[src/rtl/alu_exec_unit_if.sv]
// Request/result bundle between the register-read stage, the execute ALU and its consumer.
// The master drives operations in; the slave (the ALU) returns registered results.
interface alu_exec_unit_if #(
    parameter int unsigned WIDTH   = 32,
    parameter int unsigned SHAMT_W = 5
);
    logic               in_valid;
    logic               in_ready;
    logic [3:0]         alu_control;
    logic [WIDTH-1:0]   operand_a;
    logic [WIDTH-1:0]   operand_b;
    logic [SHAMT_W-1:0] shamt;
    logic [WIDTH-1:0]   result;
    logic               zero;
    logic               result_valid;

    modport master (
        output in_valid, alu_control, operand_a, operand_b, shamt,
        input  in_ready, result, zero, result_valid
    );

    modport slave (
        input  in_valid, alu_control, operand_a, operand_b, shamt,
        output in_ready, result, zero, result_valid
    );
endinterface

[src/rtl/alu_exec_unit.sv]
// Execute-stage ALU: registered single-cycle ops plus an iterative radix-2 shift-add MUL
// that holds in_ready low for WIDTH cycles while it runs.
module alu_exec_unit #(
    parameter int unsigned WIDTH   = 32,
    parameter int unsigned SHAMT_W = 5
) (
    input logic            clk,
    input logic            rst,
    alu_exec_unit_if.slave bus
);
    typedef enum logic [0:0] {StIdle, StMul} state_e;

    localparam logic [3:0]       OpAnd = 4'd0;
    localparam logic [3:0]       OpOr  = 4'd1;
    localparam logic [3:0]       OpAdd = 4'd2;
    localparam logic [3:0]       OpSll = 4'd3;
    localparam logic [3:0]       OpSrl = 4'd4;
    localparam logic [3:0]       OpSub = 4'd5;
    localparam logic [3:0]       OpMul = 4'd6;
    localparam logic [3:0]       OpSlt = 4'd7;
    localparam logic [3:0]       OpNor = 4'd12;
    localparam logic [SHAMT_W:0] CountInit = (SHAMT_W + 1)'(WIDTH);
    localparam logic [SHAMT_W:0] CountOne  = (SHAMT_W + 1)'(1);

    state_e             state_q, state_d;
    logic [SHAMT_W:0]   count_q, count_d;
    logic [WIDTH-1:0]   mcand_q, mcand_d;
    logic [WIDTH-1:0]   mplier_q, mplier_d;
    logic [WIDTH-1:0]   acc_q, acc_d;
    logic [WIDTH-1:0]   result_q, result_d;
    logic               zero_q, zero_d;
    logic               valid_q, valid_d;
    logic [WIDTH-1:0]   alu_out;
    logic [WIDTH-1:0]   acc_sum;

    always_comb begin
        alu_out = '0;
        case (bus.alu_control)
            OpAnd:   alu_out = bus.operand_a & bus.operand_b;
            OpOr:    alu_out = bus.operand_a | bus.operand_b;
            OpAdd:   alu_out = bus.operand_a + bus.operand_b;
            OpSll:   alu_out = bus.operand_b << bus.shamt;
            OpSrl:   alu_out = bus.operand_b >> bus.shamt;
            OpSub:   alu_out = bus.operand_a - bus.operand_b;
            OpSlt:   alu_out = {{(WIDTH - 1){1'b0}},
                                $signed(bus.operand_a) < $signed(bus.operand_b)};
            OpNor:   alu_out = ~(bus.operand_a | bus.operand_b);
            default: alu_out = '0;
        endcase
    end

    // One partial product per cycle; only the low WIDTH bits of the product survive.
    assign acc_sum = acc_q + (mplier_q[0] ? mcand_q : '0);

    always_comb begin
        state_d  = state_q;
        count_d  = count_q;
        mcand_d  = mcand_q;
        mplier_d = mplier_q;
        acc_d    = acc_q;
        result_d = result_q;
        zero_d   = zero_q;
        valid_d  = 1'b0;
        unique case (state_q)
            StIdle: begin
                if (bus.in_valid) begin
                    if (bus.alu_control == OpMul) begin
                        mcand_d  = bus.operand_a;
                        mplier_d = bus.operand_b;
                        acc_d    = '0;
                        count_d  = CountInit;
                        state_d  = StMul;
                    end else begin
                        result_d = alu_out;
                        zero_d   = (alu_out == '0);
                        valid_d  = 1'b1;
                    end
                end
            end
            StMul: begin
                acc_d    = acc_sum;
                mcand_d  = mcand_q << 1;
                mplier_d = mplier_q >> 1;
                count_d  = count_q - CountOne;
                if (count_q == CountOne) begin
                    result_d = acc_sum;
                    zero_d   = (acc_sum == '0);
                    valid_d  = 1'b1;
                    state_d  = StIdle;
                end
            end
            default: state_d = StIdle;
        endcase
    end

    always_ff @(posedge clk) begin
        if (rst) begin
            state_q  <= StIdle;
            count_q  <= '0;
            mcand_q  <= '0;
            mplier_q <= '0;
            acc_q    <= '0;
            result_q <= '0;
            zero_q   <= 1'b1;
            valid_q  <= 1'b0;
        end else begin
            state_q  <= state_d;
            count_q  <= count_d;
            mcand_q  <= mcand_d;
            mplier_q <= mplier_d;
            acc_q    <= acc_d;
            result_q <= result_d;
            zero_q   <= zero_d;
            valid_q  <= valid_d;
        end
    end

    assign bus.in_ready     = (state_q == StIdle);
    assign bus.result       = result_q;
    assign bus.zero         = zero_q;
    assign bus.result_valid = valid_q;
endmodule

[src/flat_wrapper.sv]
// flat-port wrapper written by rule: the top's interface ports become plain ports
module alu_exec_unit_flat 
#(
    parameter int unsigned WIDTH   = 32,
    parameter int unsigned SHAMT_W = 5
)
  (clk, rst, bus_in_valid, bus_alu_control, bus_operand_a, bus_operand_b, bus_shamt, bus_in_ready, bus_result, bus_zero, bus_result_valid);
  alu_exec_unit_if #(.WIDTH(WIDTH), .SHAMT_W(SHAMT_W)) bus_i ();
  input logic clk;
  input logic rst;
  input wire logic [$bits(bus_i.in_valid)-1:0] bus_in_valid;
  input wire logic [$bits(bus_i.alu_control)-1:0] bus_alu_control;
  input wire logic [$bits(bus_i.operand_a)-1:0] bus_operand_a;
  input wire logic [$bits(bus_i.operand_b)-1:0] bus_operand_b;
  input wire logic [$bits(bus_i.shamt)-1:0] bus_shamt;
  output wire logic [$bits(bus_i.in_ready)-1:0] bus_in_ready;
  output wire logic [$bits(bus_i.result)-1:0] bus_result;
  output wire logic [$bits(bus_i.zero)-1:0] bus_zero;
  output wire logic [$bits(bus_i.result_valid)-1:0] bus_result_valid;
  assign bus_i.in_valid = bus_in_valid;
  assign bus_i.alu_control = bus_alu_control;
  assign bus_i.operand_a = bus_operand_a;
  assign bus_i.operand_b = bus_operand_b;
  assign bus_i.shamt = bus_shamt;
  assign bus_in_ready = bus_i.in_ready;
  assign bus_result = bus_i.result;
  assign bus_zero = bus_i.zero;
  assign bus_result_valid = bus_i.result_valid;
  alu_exec_unit #(.WIDTH(WIDTH), .SHAMT_W(SHAMT_W)) u_core (.clk(clk), .rst(rst), .bus(bus_i));
endmodule
[config.mk]
export PLATFORM = sky130hd
export DESIGN_NAME = alu_exec_unit_flat
export DESIGN_NICKNAME = d
export VERILOG_FILES = /design/src/rtl/alu_exec_unit_if.sv /design/src/rtl/alu_exec_unit.sv /design/src/flat_wrapper.sv
export SDC_FILE = /design/constraint.sdc
export NUM_CORES = 1
export LEC_CHECK = 0
export CAP_MARGIN = 20
export CORE_MARGIN = 8
export CORE_UTILIZATION = 50
export CTS_CLUSTER_DIAMETER = 50
export DETAILED_ROUTE_END_ITERATION = 12
export PLACE_DENSITY = 0.69
export SLEW_MARGIN = 25
export SYNTH_ARGS = -nofsm -noshare
export SYNTH_HDL_FRONTEND = slang
export SYNTH_SLANG_ARGS = --single-unit
[constraint.sdc]
create_clock -name clk -period 4.03 [get_ports clk]
set_input_delay 0.403 -clock clk [delete_from_list [all_inputs] [get_ports clk]]
set_output_delay 0.403 -clock clk [all_outputs]
set_load 0.005 [all_outputs]
==> metrics.txt, run 1 <==
top post-synthesis cells by area dfxtp_1, ha_1, a21oi_1; die height 203 um; Post-Syn Instances 2473; PwrDens 238 nW/um2; synthesized area 17400 um2; synth cell count leaders nor2_1, a21oi_1, nand2_1; design area 23000 um2; reg2reg path depth 18; CTS Buf Count 17; placed cell areas 22000 um2; CP Depth 17; Core Area 34400 um2; number of port buffers 110; Synth Area in Compound Gates 31.0%; diode count 0; Max Cap Viol 0; most frequent CP cell buf_4; Final Util 66.9%; CP max stage cell clkdlybuf4s50_1; htree depth 4; worst skew pair latency 0.46 ns; RSZ-0062 raised after global routing true; largest family of logic cells by synthesized area compound AO/OA/AOI/OAI gates; Setup violations, final 1; CTS max path bufs 2; Post-synth EDFFs 0; worst-margin pin slew 0.796 ns; Multi-input gate area 13700 um2; startpoint type of the worst setup path input pin; Power, Total 5.47 mW; Peak VDD IR 331 uV; Synth Register Bits 137; Core Rows 68; Clk pin slew, worst setup/hold paths 0.06 ns; Crit. End Element flop; leading area contributor after synthesis dfxtp_1; Vias/cell 6.51; simple logic cell fraction of the synthesized area 23.1%; max frequency 248 MHz; nets@finish 3117; Starting Density 50.6%; largest net degree at the start of global routing 181; number of global-route vias before repair 21299; initial antenna violation count 0; synthesized area per cell 7.03 um2; TritonCTS clock tree done; final RePlAce weighted congestion 1.09; Post-synth ARST share 0%; ratio of cells with drive above 1 in the final layout 23.2%; post-synthesis xor/xnor area fraction 2.22%; Arr. time, crit path 4.36 ns; Routed WL 84.1 mm; min Tclk post-route 4.03 ns; Vias 21918; post-synth cell types 97; Post-Synthesis Net Count 2693; detailed placer's ending HPWL 66.3 mm; Final Cycle Share 100%; All-Layer GR Usage 39.2%; DRC 0; CP Data Required Time 4.36 ns; slack of the critical path -0.00128 ns; first-pass GRT wire length 126 mm; delay-heaviest family, CP compound AO/OA/AOI/OAI gates; Ports 111; die area 41000 um2; Final Hold Viols 0; total gr overflow 0; Pleak 10.1 nW; CP bufs+invs 4; outcome finished with violations; most common cell in the synthesized netlist nor2_1; failing checks negative setup slack; yosys warns 0; Slew headroom 46.2%; hold_ws 0.455 ns; clock sink count 137; CP Cell Sequence clkdlybuf4s50_1, inv_1, ha_1, nor2_4, buf_4, o311ai_2, a21o_1, a211o_4, a2111oi_4, o22ai_2, buf_4, or4_4, a2bb2oi_2, a41o_1, a211o_1, nor4_2, nand3b_1; sequential-to-total area share from yosys stat 15.8%; Min-Delay Path Depth 2; area share of the leading cell type in the synthesized netlist 15.8%; clk_skew 0.0169 ns; DR pass1 iterations 6; DRT iter0 DRCs 2452; root buf cell clkbuf_16; top_reg_cell synth dfxtp_1; filler instances 2934; crit-path max cell delay 0.51 ns; adder-cell share of the synthesized area 10.5%; post-synthesis mux area share 10.1%; critical path type in2reg; P&R area growth vs syn 32.1%; routed len/inst 25.0 um; hold_buf cts 0; max-slew violation count 0; Fin Setup TNS -0.00128 ns; Hold Crit Class reg2reg; Die Width 203 um; worst-path fanout max 4; Final ANT Viol Nets 0; sequential cell area 2750 um2
state kept, by name, indices dropped and copies added, names as in the netlist:
signal	flops
u_core.acc_q	32
u_core.state_q	1
u_core.mplier_q	32
u_core.count_q	6
u_core.bus.result_valid	1
u_core.bus.zero	1
u_core.mcand_q	32
u_core.bus.result	32
path summary, 6_finish.rpt:
path                                           start              endpoint  slack (ns)
worst max register to register    u_core.mplier_q[0]       u_core.bus.zero        0.16
worst min-delay path            u_core.bus.result[1]  u_core.bus.result[1]        0.45
worst max-delay path                bus_operand_b[4]       u_core.bus.zero      -0.001
worst min register to register  u_core.bus.result[1]  u_core.bus.result[1]        0.45
stage by stage:
step / setup WS (ns) / instances
5_1_grt: -0.136 / 3365
4_1_cts: 0.00607 / 3357
6_report: -0.00128 / 3365
3_3_place_gp: -0.603 / 3323
3_5_place_dp: -0.708 / 3323
2_1_floorplan: 0.278 / 2473
area by class of cell:
type                    count  area share, %
clock buffers              23           2.17
clock inverters             9          0.381
inverters                 109           1.78
multi-input cells        2029           59.8
flip-flops and latches    137           12.0
well taps                 455           2.48
repair buffers            603           21.4
cells by family (layout without fill, tap and decap cells):
family,after synthesis,count (layout)
simple gates,882,882
compound gates,823,823
buf+inv,307,744
fa+ha+maj,144,144
flops,137,137
mux,136,136
xor+xnor,44,44
routing by layer:
| layer | share of wire (%) | global-route usage, % |
|---|---|---|
| met5 | 0 | 0 |
| met4 | 7.1 | 24.7 |
| met3 | 9.8 | 8.81 |
| met2 | 44 | 61.3 |
| met1 | 39 | 48.4 |
worst min-delay path, cell delays in order, from the launching register on:
cell,delay (ns)
dfxtp_1,0.31
nand2_1,0.05
a21oi_1,0.05
where the power goes:
part / leakage [nW] / switching, mW / internal, mW
logic: 8.75 / 1.38 / 1.08
clock network: 0.289 / 0.662 / 0.936
registers: 1.11 / 0.0241 / 1.39
cells in the final DEF, fill, tap and decap left out, types with 29 or more instances in the layout:
cell type and n:
a22oi_1 41, clkdlybuf4s50_1 102, o211ai_1 30, a21oi_1 303, nor3_1 43, mux2i_1 76
nor2_1 383, and2_1 42, a211oi_1 43, dfxtp_1 135, buf_4 485, o22ai_1 33
nand3_1 37, mux2_2 31, nand2_1 213, mux4_2 29, o21ai_0 107, inv_1 107
ha_1 135
what timing repair did:
item / 4_1_cts / 5_1_grt
gates resized for setup: 12 / 55
pin swaps: 5 / 29
setup buffers: 2 / 8
endpoints found under the setup margin: 1 / 10
(Power assumes the default switching activity.)
==> inputs of run 2 (changes only) <==
--- a/config.mk
+++ b/config.mk
@@ -9,6 +9,7 @@
 export CORE_MARGIN = 8
 export CORE_UTILIZATION = 50
 export CTS_CLUSTER_DIAMETER = 50
+export CTS_CLUSTER_SIZE = 28
 export DETAILED_ROUTE_END_ITERATION = 12
 export PLACE_DENSITY = 0.69
 export SLEW_MARGIN = 25
==> constraint.sdc (replaced) <==
create_clock -name clk -period 4.03 [get_ports clk]
set_input_delay 0.6045 -clock clk [delete_from_list [all_inputs] [get_ports clk]]
set_output_delay 0.6045 -clock clk [all_outputs]
set_load 0.005 [all_outputs]
==> run 2 against run 1 <==
Against the previous run: the flow now finishes without violations; final cell count is 2.6% higher; global-route usage is 0.057 points lower; clock-buffer cell count is 3 lower; core utilization is 2.9 points higher; sequential share of layout area is 0.51 points lower; combinational power is 5% higher; cell area is 4.4% higher; routed wire length is 0.24% higher; via count is 1.5% higher; die area stayed put; clock power hardly changed; clock skew is 0.0034 ns lower; critical endpoint unchanged; highest routed layer is now met5.
==> metrics.txt, run 2 (synthesized netlist as in run 1, its figures left out) <==
PwrDens 233 nW/um2; Pleak 10.8 nW; root buf cell clkbuf_16; most frequent CP cell buf_4; All-Layer GR Usage 39.2%; Final Hold Viols 0; Clk pin slew, worst setup/hold paths 0.07 ns; worst-margin pin slew 0.948 ns; placed cell areas 22600 um2; P_sw 2.15 mW; max-slew violation count 0; outcome finished clean; worst-path fanout max 3; Hold EP u_core.bus.result[7]; number of global-route vias before repair 21114; reg2reg path depth 18; slack of the critical path 0.0648 ns; max frequency 252 MHz; design area 24000 um2; startpoint type of the worst setup path input pin; DR pass1 iterations 7; Ports 111; TritonCTS clock tree done; Sequential Power Share 25.3%; CTS Buf Count 17; Power, Total 5.59 mW; Worst Min Path Start u_core.bus.result[7]; delay-heaviest family, CP compound AO/OA/AOI/OAI gates; P&R area growth vs syn 37.9%; Fin Setup TNS 0 ns; first-pass GRT wire length 126 mm; Arr. time, crit path 4.28 ns; most frequent cells in the layout buf_4, nor2_1, a21oi_1; clock sink count 137; commonest non-fill, non-tap cell in the layout buf_4; nets@finish 3205; final RePlAce weighted congestion 1.11; Max Cap Viol 0; total gr overflow 0; Crit. End Element flop; critical path type in2reg; worst skew pair latency 0.44 ns; CP max stage cell clkdlybuf4s50_1; Vias 22246; pre-CTS setup slack -0.835 ns; R2R setup slack 0.07 ns; Starting Density 50.6%; detailed placer's ending HPWL 66.7 mm; largest net degree at the start of global routing 100; diode count 0; Slew headroom 36.8%; reg2reg start u_core.mplier_q[0]; Routed WL 84.3 mm; DRC 0; Int Pwr 3.44 mW; Hold Crit Class reg2reg; clk_skew 0.0135 ns; clock network fraction of design power 28.4%; Vias/cell 6.44; Core Rows 68; CP Depth 18; die area 41000 um2; RSZ-0062 raised after global routing true; Die Width 203 um; Final ANT Viol Nets 0; CP Data Required Time 4.34 ns; Min-Delay Path Depth 2; CTS max path bufs 2; ratio of cells with drive above 1 in the final layout 27.8%; Final Cycle Share 98.4%; Core Area 34400 um2; Non-Filler Instances 3453; CP Cell Sequence clkdlybuf4s50_1, inv_2, ha_4, nor2_4, buf_4, nand2_1, a21o_1, a211o_4, a2111oi_4, buf_4, o22ai_2, buf_4, or4_1, a2bb2oi_1, a41o_1, a211o_1, nor4_1, nand3b_1; routed len/inst 24.4 um; initial antenna violation count 1; sw frac 38.4%; htree depth 4; dpl cells 3405; Reg-to-Reg End u_core.bus.zero; Setup violations, final 0; combinational group share of total power 46.3%; crit-path max cell delay 0.50 ns; DRT iter0 DRCs 2774; die height 203 um; Peak VDD IR 287 uV; filler instances 2843; number of port buffers 110; CP bufs+invs 5; min Tclk post-route 3.97 ns
run 2: cell types whose count changed in the layout (fill, tap and decap cells not counted), moves of 11 or more:
cell and change:
buf_4 +90, ha_4 +12, inv_2 +22, inv_1 -22, o21ai_0 -11, ha_1 -13
clkdlybuf4s50_1 -27, dlymetal6s2s_1 +23
run 2: cell type report:
type                       count  area, um2  area share, %
tap                          455        569           2.37
sequential                   137       2750           11.4
multi-input combinational   2029      14100           58.7
inverter                     109        409           1.71
timing repair buffer         691       5600           23.4
clock buffer                  20        457           1.90
clock inverter                12        116          0.485
run 2: through the flow:
step,hold WS [ns],util [%]
after CTS,0.454,68.1
after detailed placement,0.447,65.7
after floorplan,0.436,-
after global routing,0.475,69.8
after global placement,0.441,65.7
final,0.453,69.8
run 2: power by group through the flow:
stage	clock network [mW]	logic (mW)	registers, mW
finish	1.59	2.59	1.41
global route	1.65	2.71	1.42
CTS	1.59	2.41	1.41
detailed placement	0	2.36	1.44
global placement	0	2.34	1.44
floorplan	0	1.12	1.44
run 2: worst max path at each step:
stage                  startpoint               endpoint  slack (ns)
6_report         bus_operand_b[8]        u_core.bus.zero        0.06
5_1_grt        u_core.mplier_q[0]  u_core.bus.result[31]       -0.07
4_1_cts          bus_operand_a[0]        u_core.bus.zero      -0.008
3_3_place_gp     bus_operand_b[0]        u_core.bus.zero       -0.78
3_5_place_dp     bus_operand_b[0]        u_core.bus.zero       -0.84
2_1_floorplan   bus_operand_b[12]        u_core.bus.zero        0.08
run 2: worst reg2reg max path, stage by stage, from the launching register on:
cell	delay (ns)
dfxtp_1	0.32
buf_4	0.14
buf_4	0.16
and2_1	0.16
ha_1	0.40
a21o_1	0.22
o21ai_0	0.17
o211ai_1	0.15
o21ai_0	0.29
buf_4	0.18
nand2_1	0.07
xor2_1	0.19
nor4_1	0.19
nand3_1	0.19
or4_1	0.45
nor4_2	0.20
buf_4	0.16
nand4_1	0.13
nand3b_1	0.12
run 2: layer usage:
metal  GRT usage [%]  share of wire [%]  up-vias
met5               0              0.013        -
met4            23.5                7.6        2
met3            8.03                 10      350
met2            60.5                 43     1411
met1            49.8                 39    10449
li1                -                  -    10034
run 2: repair_timing:
action / in CTS / in global routing
hold buffers: 0 / 0
pin swaps: 17 / 53
gates resized for setup: 52 / 132
buffers inserted: 4 / 12
setup endpoints to repair: 10 / 11
hold endpoints to repair: 0 / 0
==> edit: new RTL, config.mk and constraints of run 1 <==
`WIDTH` is set to 32 in 3 places; all go to 36.
--- a/src/rtl/alu_exec_unit_if.sv
+++ b/src/rtl/alu_exec_unit_if.sv
@@ -1,7 +1,7 @@
 // Request/result bundle between the register-read stage, the execute ALU and its consumer.
 // The master drives operations in; the slave (the ALU) returns registered results.
 interface alu_exec_unit_if #(
-    parameter int unsigned WIDTH   = 32,
+    parameter int unsigned WIDTH   = 36,
     parameter int unsigned SHAMT_W = 5
 );
     logic               in_valid;
--- a/src/rtl/alu_exec_unit.sv
+++ b/src/rtl/alu_exec_unit.sv
@@ -1,7 +1,7 @@
 // Execute-stage ALU: registered single-cycle ops plus an iterative radix-2 shift-add MUL
 // that holds in_ready low for WIDTH cycles while it runs.
 module alu_exec_unit #(
-    parameter int unsigned WIDTH   = 32,
+    parameter int unsigned WIDTH   = 36,
     parameter int unsigned SHAMT_W = 5
 ) (
     input logic            clk,
--- a/src/flat_wrapper.sv
+++ b/src/flat_wrapper.sv
@@ -1,7 +1,7 @@
 // flat-port wrapper written by rule: the top's interface ports become plain ports
 module alu_exec_unit_flat 
 #(
-    parameter int unsigned WIDTH   = 32,
+    parameter int unsigned WIDTH   = 36,
     parameter int unsigned SHAMT_W = 5
 )
   (clk, rst, bus_in_valid, bus_alu_control, bus_operand_a, bus_operand_b, bus_shamt, bus_in_ready, bus_result, bus_zero, bus_result_valid);
Ports: changed (resized bus_operand_a, bus_operand_b and bus_result); port bits go from 111 to 123. No check against the original RTL was run, so the function may have changed too.
==> edit against run 1 <==
Power is 12% higher; routed wire length up 20%; setup slack got worse by 0.22 ns; sequential cell count is 16 higher; final area rose by 23%; via count up 22%; the flow still finishes with violations (negative setup slack); first-iteration DRC count rose by 53%; synthesized area is 16% higher.
==> edit: results (changes against run 1) <==
STA
  • Rel. slew slack: 30.3% (-16 points)
  • Clock Skew: 0.0242 ns (+0.00732 ns)
  • Final setup viols: 1 (unchanged)
  • Worst Setup Slack, final: -0.217 ns (-0.216 ns)

Global routing
  • GR Util met1: 51.4% (+3.0 points)
  • Initial antenna violation count: 2 (+2)
  • Met3 Track Usage GR: 8.46% (-0.35 points)
  • Largest net degree at the start of global routing: 100 (-45%)
  • First-pass GRT wire length: 151000 um (+20%)
  • GR Layer Usage met2: 62.3% (+1.1 points)
  • Vias in the first global route: 25.6k (+20%)
  • GRT Overall Usage: 40.8% (+1.6 points)

Route
  • Via count: 26.8k (+22%)
  • WL met1: 38800 um (+17%)
  • Via/cell ratio: 6.55 (+0.55%)
  • Wirelength per Cell: 24.7 um (-1.2%)
  • Drt first-iter violations: 3745 (+53%)
  • Met3 WL post-DR: 11000 um (+34%)
  • Metal2 WL: 43100 um (+17%)
  • Uppermost layer routed: met5

Yosys
  • Syn Nets: 3099 (+15%)
  • Post-synthesis sequential area ratio: 15.2% (-0.59 points)
  • Most common cell in the synthesized netlist: nor2_1
  • Cell variety after synth: 99 (+2.1%)
  • List of most frequent post-synthesis cells: nor2_1 (476), a21oi_1 (341), nand2_1 (217)
  • Top cells by area, synth: dfxtp_1 (15%), ha_1 (9.3%), nor2_1 (8.9%), a21oi_1 (8.5%), mux4_2 (5.9%)
  • Cell count after synthesis: 2862 (+16%)

Setup path
  • Arrival @ worst endpoint: 4.62 ns (+0.26 ns)
  • Crit-path max FO: 6 (+2)

Placement
  • Number of I/O port buffers: 122 (+11%)
  • Placed insts: 4039 (+22%)
  • Post-place setup slack: -0.788 ns (-0.0802 ns)
  • RD Place Congestion: 1.08 (-0.51%)
  • Post-DP HPWL: 78700 um (+19%)
  • Placed Area: 0.0268 mm2 (+22%)

Clock tree
  • Root Driver: clkbuf_16
  • Worst-skew pair later-pin latency: 0.48 ns (+0.02 ns)
  • Reg clk slew, reported paths: 0.08 ns (+0.02 ns)

Outcome
  • Failing checks: negative setup slack
  • Status: complete, but fails checks

Layout
  • Filler cells: 3308 (+13%)
  • Final net count: 3784 (+21%)

Pwr
  • Internal: 0.00374 W (+9.8%)
  • Leak Pwr: 12.5 nW (+23%)
[edit: cell count changes after synthesis, moves of 16 or more]
cell      change
nor2_1       +90
a21oi_1      +35
nand3_1      +31
mux4_2       +24
clkbuf_1     +23
inv_1        +23
nor3_1       +21
dfxtp_1      +16
[edit: worst paths after layout]
check / start / endpoint / slack (ns) / cells past startpoint
max: u_core.mplier_q[0] / u_core.bus.zero / -0.22 / 18
min: u_core.bus.result[14] / u_core.bus.result[14] / 0.45 / 2
max reg2reg: u_core.mplier_q[0] / u_core.bus.zero / -0.22 / 18
min reg2reg: u_core.bus.result[14] / u_core.bus.result[14] / 0.45 / 2
[edit: power by group through the flow]
stage	clock network [W]	logic (W)	registers, W
final	0.00172	0.00283	0.00158
after global routing	0.00178	0.00296	0.00158
after CTS	0.00173	0.00267	0.00158
after detailed placement	0	0.00263	0.00161
after global placement	0	0.00260	0.00161
after floorplan	0	0.00129	0.00161
[edit: logic make-up (layout without fill, tap and decap cells)]
group / Yosys count / in the layout / share of synthesized area [%]
buffers and inverters: 360 / 1058 / 7.54
XOR/XNOR: 42 / 42 / 1.82
flip-flops: 153 / 153 / 15.2
adder cells (fa/ha/maj): 153 / 153 / 9.60
multiplexers: 150 / 150 / 11.0
AND/OR/NAND/NOR: 1053 / 1053 / 23.9
AO/OA/AOI/OAI: 951 / 951 / 31.0
[edit: through the flow]
| step | util, % | hold slack, ns | power [W] |
|---|---|---|---|
| 2_1_floorplan | - | 0.433 | 0.00290 |
| 3_3_place_gp | 67.4 | 0.439 | 0.00421 |
| 3_5_place_dp | 67.4 | 0.444 | 0.00424 |
| 4_1_cts | 70.0 | 0.454 | 0.00598 |
| 5_1_grt | 71.0 | 0.476 | 0.00632 |
| 6_report | 71.0 | 0.453 | 0.00613 |
[edit: timing repair]
action,CTS,global route
pin swaps,23,30
gates resized for setup,78,72
cloned,0,0
setup endpoints to repair,10,15
buffers inserted,10,4
[edit: layout make-up]
type,instances,area [um2],area share [%]
multi-input combinational,2349,16300,57.8
timing repair buffer,892,7110,25.2
sequential,153,3070,10.9
tap,525,657,2.32
inverter,134,503,1.78
clock buffer,19,433,1.53
clock inverter,13,160,0.566
[edit: worst max-delay path, stage by stage, from the launching register on]
cell and delay (ns):
dfxtp_4 0.39, and2_1 0.23, ha_4 0.29, buf_4 0.11, nand3_1 0.09, or2_1 0.23, o221a_4 0.33, buf_6 0.14
buf_4 0.12, nor3_1 0.28, o21ai_0 0.23, a211oi_2 0.29, o2111ai_2 0.16, a2111oi_4 0.24, buf_4 0.18, or4b_1 0.41
and4bb_1 0.27, nor2_1 0.06, o31ai_1 0.08
